### config.mk
export PLATFORM = sky130hd
export DESIGN_NAME = load_ext_ctrl
export DESIGN_NICKNAME = d
export VERILOG_FILES = /design/src/rtl/load_ext_ctrl.sv
export SDC_FILE = /design/constraint.sdc
export NUM_CORES = 1
export LEC_CHECK = 0
export CAP_MARGIN = 5
export CORE_AREA = 8 8 119 121
export DETAILED_ROUTE_END_ITERATION = 8
export DIE_AREA = 0 0 127 129
export PLACE_DENSITY_LB_ADDON = 0.2
export SETUP_SLACK_MARGIN = 0.15
export SYNTH_ARGS = -nofsm -noshare
export SYNTH_HDL_FRONTEND = slang
export SYNTH_SLANG_ARGS = --single-unit
### constraint.sdc
create_clock -name clk -period 2.6 [get_ports clk]
set_clock_uncertainty 0.15 [all_clocks]
set_input_delay 0.52 -clock clk [delete_from_list [all_inputs] [get_ports clk]]
set_output_delay 0.52 -clock clk [all_outputs]
set_load 0.02 [all_outputs]
### src/rtl/load_ext_ctrl.sv
// Load-path controller: one sub-word load at a time, word-aligned memory read,
// lane select with sign/zero extension, response over a valid/ready handshake.
module load_ext_ctrl #(
   parameter int unsigned TIMEOUT_CYC = 255
) (
   input  logic        clk,
   input  logic        rst,
   input  logic        req_valid,
   output logic        req_ready,
   input  logic [31:0] req_addr,
   input  logic [2:0]  req_type,
   output logic        mem_rd,
   output logic [31:0] mem_addr,
   input  logic        mem_ack,
   input  logic [31:0] mem_rdata,
   output logic        rsp_valid,
   input  logic        rsp_ready,
   output logic [31:0] rsp_data,
   output logic [1:0]  rsp_err
);

   typedef enum logic [1:0] {
      IDLE     = 2'd0,
      WAIT_MEM = 2'd1,
      RESP     = 2'd2
   } state_t;

   localparam logic [2:0]  T_LB  = 3'b000;
   localparam logic [2:0]  T_LH  = 3'b001;
   localparam logic [2:0]  T_LW  = 3'b010;
   localparam logic [2:0]  T_LBU = 3'b100;
   localparam logic [2:0]  T_LHU = 3'b101;
   localparam logic [15:0] LIMIT = 16'(TIMEOUT_CYC);

   localparam logic [1:0] E_OK      = 2'b00;
   localparam logic [1:0] E_MISALGN = 2'b01;
   localparam logic [1:0] E_ILLEGAL = 2'b10;
   localparam logic [1:0] E_TIMEOUT = 2'b11;

   state_t      state;
   logic [2:0]  type_q;
   logic [1:0]  lane_q;
   logic [15:0] cnt;
   logic        pend;

   function automatic logic is_illegal(input logic [2:0] t);
      case (t)
         T_LB, T_LH, T_LW, T_LBU, T_LHU: is_illegal = 1'b0;
         default:                        is_illegal = 1'b1;
      endcase
   endfunction

   function automatic logic is_misaligned(input logic [2:0] t, input logic [1:0] a);
      case (t)
         T_LH, T_LHU: is_misaligned = a[0];
         T_LW:        is_misaligned = (a != 2'b00);
         default:     is_misaligned = 1'b0;
      endcase
   endfunction

   function automatic logic [31:0] extend(input logic [2:0] t, input logic [1:0] a,
                                          input logic [31:0] w);
      logic [7:0]  b;
      logic [15:0] h;
      case (a)
         2'd0:    b = w[7:0];
         2'd1:    b = w[15:8];
         2'd2:    b = w[23:16];
         default: b = w[31:24];
      endcase
      h = a[1] ? w[31:16] : w[15:0];
      case (t)
         T_LB:    extend = {{24{b[7]}}, b};
         T_LBU:   extend = {24'h000000, b};
         T_LH:    extend = {{16{h[15]}}, h};
         T_LHU:   extend = {16'h0000, h};
         default: extend = w;
      endcase
   endfunction

   assign req_ready = (state == IDLE) && !rst;

   // An ok response spends one cycle in RESP with pend set before rsp_valid
   // rises, giving the 3-cycle minimum acceptance-to-response latency.
   always_ff @(posedge clk) begin
      if (rst) begin
         state     <= IDLE;
         type_q    <= '0;
         lane_q    <= '0;
         cnt       <= '0;
         pend      <= 1'b0;
         mem_rd    <= 1'b0;
         mem_addr  <= '0;
         rsp_valid <= 1'b0;
         rsp_data  <= '0;
         rsp_err   <= E_OK;
      end else begin
         case (state)
            IDLE: begin
               if (req_valid) begin
                  type_q <= req_type;
                  lane_q <= req_addr[1:0];
                  if (is_illegal(req_type)) begin
                     rsp_err   <= E_ILLEGAL;
                     rsp_data  <= '0;
                     rsp_valid <= 1'b1;
                     state     <= RESP;
                  end else if (is_misaligned(req_type, req_addr[1:0])) begin
                     rsp_err   <= E_MISALGN;
                     rsp_data  <= '0;
                     rsp_valid <= 1'b1;
                     state     <= RESP;
                  end else begin
                     mem_rd   <= 1'b1;
                     mem_addr <= {req_addr[31:2], 2'b00};
                     cnt      <= '0;
                     state    <= WAIT_MEM;
                  end
               end
            end
            WAIT_MEM: begin
               if (mem_rd && mem_ack) begin
                  mem_rd   <= 1'b0;
                  rsp_data <= extend(type_q, lane_q, mem_rdata);
                  rsp_err  <= E_OK;
                  pend     <= 1'b1;
                  state    <= RESP;
               end else if (cnt + 16'd1 == LIMIT) begin
                  mem_rd    <= 1'b0;
                  rsp_err   <= E_TIMEOUT;
                  rsp_data  <= '0;
                  rsp_valid <= 1'b1;
                  state     <= RESP;
               end else begin
                  cnt <= cnt + 16'd1;
               end
            end
            RESP: begin
               if (pend) begin
                  pend      <= 1'b0;
                  rsp_valid <= 1'b1;
               end else if (rsp_ready) begin
                  rsp_valid <= 1'b0;
                  state     <= IDLE;
               end
            end
            default: state <= IDLE;
         endcase
      end
   end

   a_rd_only_waiting: assert property (@(posedge clk) disable iff (rst)
      mem_rd |-> (state == WAIT_MEM));
   a_valid_only_resp: assert property (@(posedge clk) disable iff (rst)
      rsp_valid |-> (state == RESP));

endmodule

Word level (Yosys, flattened, before mapping)
Index checks and enable logic that the tools add are counted.
{"block": "op_classes", "mux": 54, "bitwise_logic": 2, "addsub": 1, "reduce_logical": 21, "n_eq_ne": 24}
{"cell": "$mux 32", "n": 5}
{"cell": "$pmux 32 s4", "n": 1}
{"cell": "$mux 16", "n": 6}
{"cell": "$pmux 32 s2", "n": 1}
{"cell": "$pmux 16 s2", "n": 1}
{"cell": "$mux 2", "n": 12}
{"cell": "$pmux 8 s3", "n": 1}
{"cell": "$mux 1", "n": 21}
{"cell": "$ne 2x2->1 const B", "n": 9}
{"cell": "$add 16x1->16 const B", "n": 1}
{"cell": "$eq 16x8->1 const B", "n": 1}
{"cell": "$eq 3x3->1 const B", "n": 4}
{"cell": "$reduce_and 4->1", "n": 3}
{"cell": "$reduce_and 6->1", "n": 2}
{"cell": "$eq 3x1->1 const B", "n": 2}
{"cell": "$logic_not 3->1", "n": 2}
{"cell": "$ne 3x3->1 const B", "n": 2}
{"cell": "$pmux 1 s2", "n": 3}
{"cell": "$pmux 2 s3", "n": 1}
{"cell": "$reduce_bool 2->1", "n": 3}
{"cell": "$reduce_and 5->1", "n": 1}
{"cell": "$reduce_or 5->1", "n": 1}
{"cell": "$eq 2x1->1 const B", "n": 2}
{"cell": "$eq 2x2->1 const B", "n": 2}
{"cell": "11 further kinds", "n": 15}
{"block": "word_totals", "elab_cells": 112, "inputBits": 72, "out_inout_bits": 69, "register_bits": 90}

Logic depth before layout (Yosys ltp)
{"block": "depth", "word_depth": 14, "mapped_depth": 10, "depth_no_buf": 9}

Worst setup path before layout
OpenSTA, ideal clock, no wires.
{"block": "synth_timing", "path_kind": "register -> register", "startpoint": "register cnt[0]", "endpoint": "register cnt[9]", "period_less_slack_ns": 2.640, "t_required_ns": 2.328, "path_stages_with_launch": 10, "n_path_buf": 1, "arrival_time_ns": 2.368, "setup_time_ns": 0.122, "setup_slack_ns": -0.040, "path_cell_list": "dfxtp_1 ha_1 nand3_2 o32a_1 o32ai_1 inv_1 o31a_1 buf_6 and3_1 a221o_1"}
{"block": "synth_via", "elab_chain_len": 4, "word_cells_on_any_way": 7, "cone_classes": "add/sub (1); eq/ne (2); mux (3); reduce/logical (1)"}
{"item": "start, declared", "line_no": "43", "text": "logic [15:0] cnt;"}
{"item": "start signal, assigned", "line_no": "135", "text": "cnt <= cnt + 16'd1;"}
{"item": "$add 16x1->16 (*)", "line_no": "128, 135"}
{"item": "$eq 16x8->1 / $mux 16 (equally long branches)", "line_no": "128", "text": "end else if (cnt + 16'd1 == LIMIT) begin"}
{"item": "$ne 2x2->1 (no line) / $mux 16 (equally long branches)"}
{"item": "$reduce_and 6->1 (no line) / $pmux 16 s2 (equally long branches)"}
Mark *: on every way between the ends. The rest lies on a longest branch, timed or not. The select of a mux whose other input is x is not followed.
A chain may end at the register's enable or synchronous reset.

Worst setup path in the final report
Ends and elaborated chain as after synthesis.

==> impl_summary.md <==
STA
Setup violations remaining at the end of the flow were counted as 1. The clock period minus worst slack is 2.60 ns. The count of final max-slew check failures is 0. The final count of hold timing violations is 0.

The maximum achievable frequency is 384 MHz. Of the available clock period, the critical path in the final layout requires 100%. After layout, the worst setup slack is -0.00234 ns.

Setup repair after global routing could not meet its margin everywhere. For the pin with the worst max-slew slack, the measured transition is 0.586 ns. The final-layout setup total negative slack is -0.00234 ns. The headroom to the max-slew limit is 60.9%.

Synthesis
Summing every instance area after synthesis gives 0.00421 mm². The synthesis warning total is 0. In the synthesized netlist the async set-or-reset flop fraction comes to 0%. Synthesis handed over a netlist of 512 instances. The number of enable flip-flop cells after synthesis is 0. Averaged over all synthesized cells, the footprint is 8.22 µm². The largest area contributor in the netlist is sky130_fd_sc_hd__dfxtp_1. Sequential elements use 42.8% of the synthesized area. In the synthesized netlist the dominant register cell turns out to be sky130_fd_sc_hd__dfxtp_1. The register bit count reported by yosys is 90. After synthesis, the largest area contributor takes up 42.8% of total cell area. Sorting the synthesized cells by area gives the leading types as sky130_fd_sc_hd__dfxtp_1 (43%), sky130_fd_sc_hd__nand2_1 (9.2%), sky130_fd_sc_hd__a21oi_1 (5.9%). The number of distinct library cell variants in the gate-level netlist after synthesis is 61.

GRT
The number of antenna violations at the first check in global routing is 0. The largest net degree at the start of global routing is 33. Global routing finished with a remaining overflow of 0. The global-route wire length before repair is 21.9 mm. The global-route usage over all layers is 16.5%. The number of global-route vias before repair is 4254.

Setup path
STA classifies the critical path endpoint as a flip-flop. At the worst endpoint, the arrival time is 2.68 ns. The critical path data required time is 2.67 ns.

The classification of the worst setup path is flip-flop to flip-flop. The worst setup path is launched from a flip-flop. Along the worst path, the maximum fanout reaches 7.

Floorplan
The die is 129 µm tall. The overall die area is 0.0164 mm². The area of the core is 0.0123 mm². During I/O placement, the number of pins put on the boundary was 141.

The standard-cell row count is 41. The effective utilization at floorplan is 34.2%. The overall die width is 127 µm.

Routing
Detailed routing inserted a total of 4218 vias. The iteration-0 DRC count of the detailed router is 217. The number of iterations in the first detailed-routing pass is 5. In the final routed layout, each cell accounts on average for 16.1 µm. The routed design has 13.6 mm of wire. The final routed DRC violation total is 0.

The remaining antenna violation count after routing is 0. After detailed routing, the number of vias per cell comes to 5.00.

Finish
The number of nets in the finished design is 764. The cell area after layout is 0.00656 mm². Leaving out fill and tap cells, the most frequent cells in the layout are sky130_fd_sc_hd__clkdlybuf4s50_1 (137), sky130_fd_sc_hd__nand2_1 (101), sky130_fd_sc_hd__dfxtp_1 (85). From synthesis to final layout, the design area changed by 55.9%. Leaving out fill and tap cells, the most frequent cell in the layout is sky130_fd_sc_hd__clkdlybuf4s50_1.

The total area of multi-input combinational cells is 0.00237 mm². The number of fill cells in the layout is 1145. The count of placed standard cells in the final layout, fillers left out is 844. In the final layout, the share of cells above drive strength 1 is 17.9%. Registers take 0.00181 mm². The count of inserted antenna diode cells is 0.

Clock network
The clock drives 90 sinks. The number of CTS-inserted buffers is 9. The clock tree buffer depth is 2. After clock tree synthesis, the clock-pin slew on the worst setup and hold paths is 0.06 ns. The clock reaches the later pin of the worst-skew pair after 0.34 ns.

TritonCTS built the clock tree. The root buffer cell chosen for the clock tree is sky130_fd_sc_hd__clkbuf_16. The clock tree synthesis step divided the H-tree into 3 levels.

Run status
The checks that failed: negative setup slack. The run finished, with violations left.

Run
Across the run, the number of max-cap violations was 0.

Placement
The total instance count after detailed placement is 823. The pre-CTS setup slack is -0.257 ns. In this run the tool buffered the top-level ports with 138 buffer cells. The placed instance area is 0.00610 mm². The placer's final routability congestion estimate is 0.798. The wire-length estimate of the detail-placed layout is 10.2 mm.

Power
Across the VDD grid, the largest voltage drop is 0.408 mV. In this run the power density over the cells is 508 mW/mm². Total power for the finished layout comes to 3330 µW. The standby leakage power is 0.00239 µW.

Worst hold path
The classification of the worst-slack hold path is flip-flop to flip-flop.
[what timing repair did]
action,CTS,global route
endpoints found under the setup margin,49,50
hold buffers,0,0
pin swaps,8,5
resized for setup,19,18
setup buffers,5,1
[kinds of logic after synthesis]
group / count (synthesis) / share of synthesized area, %
AO/OA/AOI/OAI: 161 / 25.4
XOR/XNOR: 4 / 0.833
adder cells (fa/ha/maj): 2 / 0.595
buffers and inverters: 44 / 4.70
flip-flops: 90 / 42.8
multiplexers: 11 / 2.85
other: 1 / 0.0891
AND/OR/NAND/NOR: 199 / 22.7
[cells in the mapped netlist, types with 2 or more instances]
library cell                  n
sky130_fd_sc_hd__xor2_1       2
sky130_fd_sc_hd__a21oi_1     50
sky130_fd_sc_hd__mux2i_1      3
sky130_fd_sc_hd__o22ai_1      6
sky130_fd_sc_hd__nand3_1      9
sky130_fd_sc_hd__o311ai_0     2
sky130_fd_sc_hd__or2_2        3
sky130_fd_sc_hd__a21bo_2      5
sky130_fd_sc_hd__a22o_1      21
sky130_fd_sc_hd__nor3_1       9
sky130_fd_sc_hd__nand3b_1     2
sky130_fd_sc_hd__clkbuf_1    22
sky130_fd_sc_hd__buf_2        5
sky130_fd_sc_hd__o31ai_1      7
sky130_fd_sc_hd__a21o_1       2
sky130_fd_sc_hd__dfxtp_1     90
sky130_fd_sc_hd__nand2_1    103
sky130_fd_sc_hd__o21ai_1      2
sky130_fd_sc_hd__o2bb2ai_1    9
sky130_fd_sc_hd__nand2b_1    20
sky130_fd_sc_hd__xnor2_1      2
sky130_fd_sc_hd__mux2_2       8
sky130_fd_sc_hd__buf_4        5
sky130_fd_sc_hd__inv_1       10
sky130_fd_sc_hd__o21ai_0     30
sky130_fd_sc_hd__a211oi_1     4
sky130_fd_sc_hd__nor2_1      24
sky130_fd_sc_hd__nor2b_1      4
sky130_fd_sc_hd__and2_1       4
sky130_fd_sc_hd__ha_1         2
sky130_fd_sc_hd__a21boi_0    10
sky130_fd_sc_hd__nand4_1      2
sky130_fd_sc_hd__nor4_2       2
sky130_fd_sc_hd__nor4_1       2
sky130_fd_sc_hd__or3_1        5
[state kept, by name (all words and copies together) (netlist names)]
register / count
cnt: 16
lane_q: 2
mem_addr: 30
mem_rd: 1
pend: 1
rsp_data: 32
rsp_err: 2
rsp_valid: 1
state: 2
type_q: 3
[through the flow]
| step | utilization (%) | hold slack (ns) |
|---|---|---|
| after floorplan | - | 0.296 |
| after global placement | 49.6 | 0.292 |
| after detailed placement | 49.6 | 0.299 |
| after CTS | 52.7 | 0.306 |
| after global routing | 53.3 | 0.322 |
| final | 53.3 | 0.302 |
[path summary, 6_finish.rpt]
kind	slack, ns	depth (start not counted)	start	to
worst max-delay path	-0.002	8	cnt[0]	cnt[9]
worst min-delay path	0.30	2	mem_addr[3]	mem_addr[3]
worst max register to register	-0.002	8	cnt[0]	cnt[9]
worst min register to register	0.30	2	mem_addr[3]	mem_addr[3]
[routing by layer]
| metal | track usage (%) | routed length (µm) | up-vias |
|---|---|---|---|
| met1 | 19.6 | 5950 | 1923 |
| met2 | 25.7 | 6130 | 122 |
| met4 | 5.67 | 189 | 0 |
| met3 | 7.82 | 1280 | 14 |
| met5 | 0 | 0 | - |
| li1 | - | - | 2159 |
[worst max-delay path, cell delays in order (launching register included)]
cell and delay, ns:
sky130_fd_sc_hd__dfxtp_4 0.38, sky130_fd_sc_hd__ha_4 0.17, sky130_fd_sc_hd__or4b_4 0.52, sky130_fd_sc_hd__a32oi_4 0.26
sky130_fd_sc_hd__nand2_2 0.10, sky130_fd_sc_hd__buf_6 0.13, sky130_fd_sc_hd__o31a_1 0.33, sky130_fd_sc_hd__and3_1 0.19
sky130_fd_sc_hd__a221o_1 0.26
[cell type report]
cell class / instances / area share [%]
clock buffer: 11 / 3.70
clock inverter: 4 / 0.401
inverter: 10 / 0.572
multi-input combinational: 379 / 36.2
sequential: 90 / 27.6
tap: 150 / 2.86
timing repair buffer: 200 / 28.6
[report_power, final]
| group | internal [µW] | switching [µW] |
|---|---|---|
| Sequential | 1430 | 43.8 |
| Combinational | 324 | 318 |
| Clock | 670 | 550 |
Note: power is estimated with default switching activity, not from simulation.
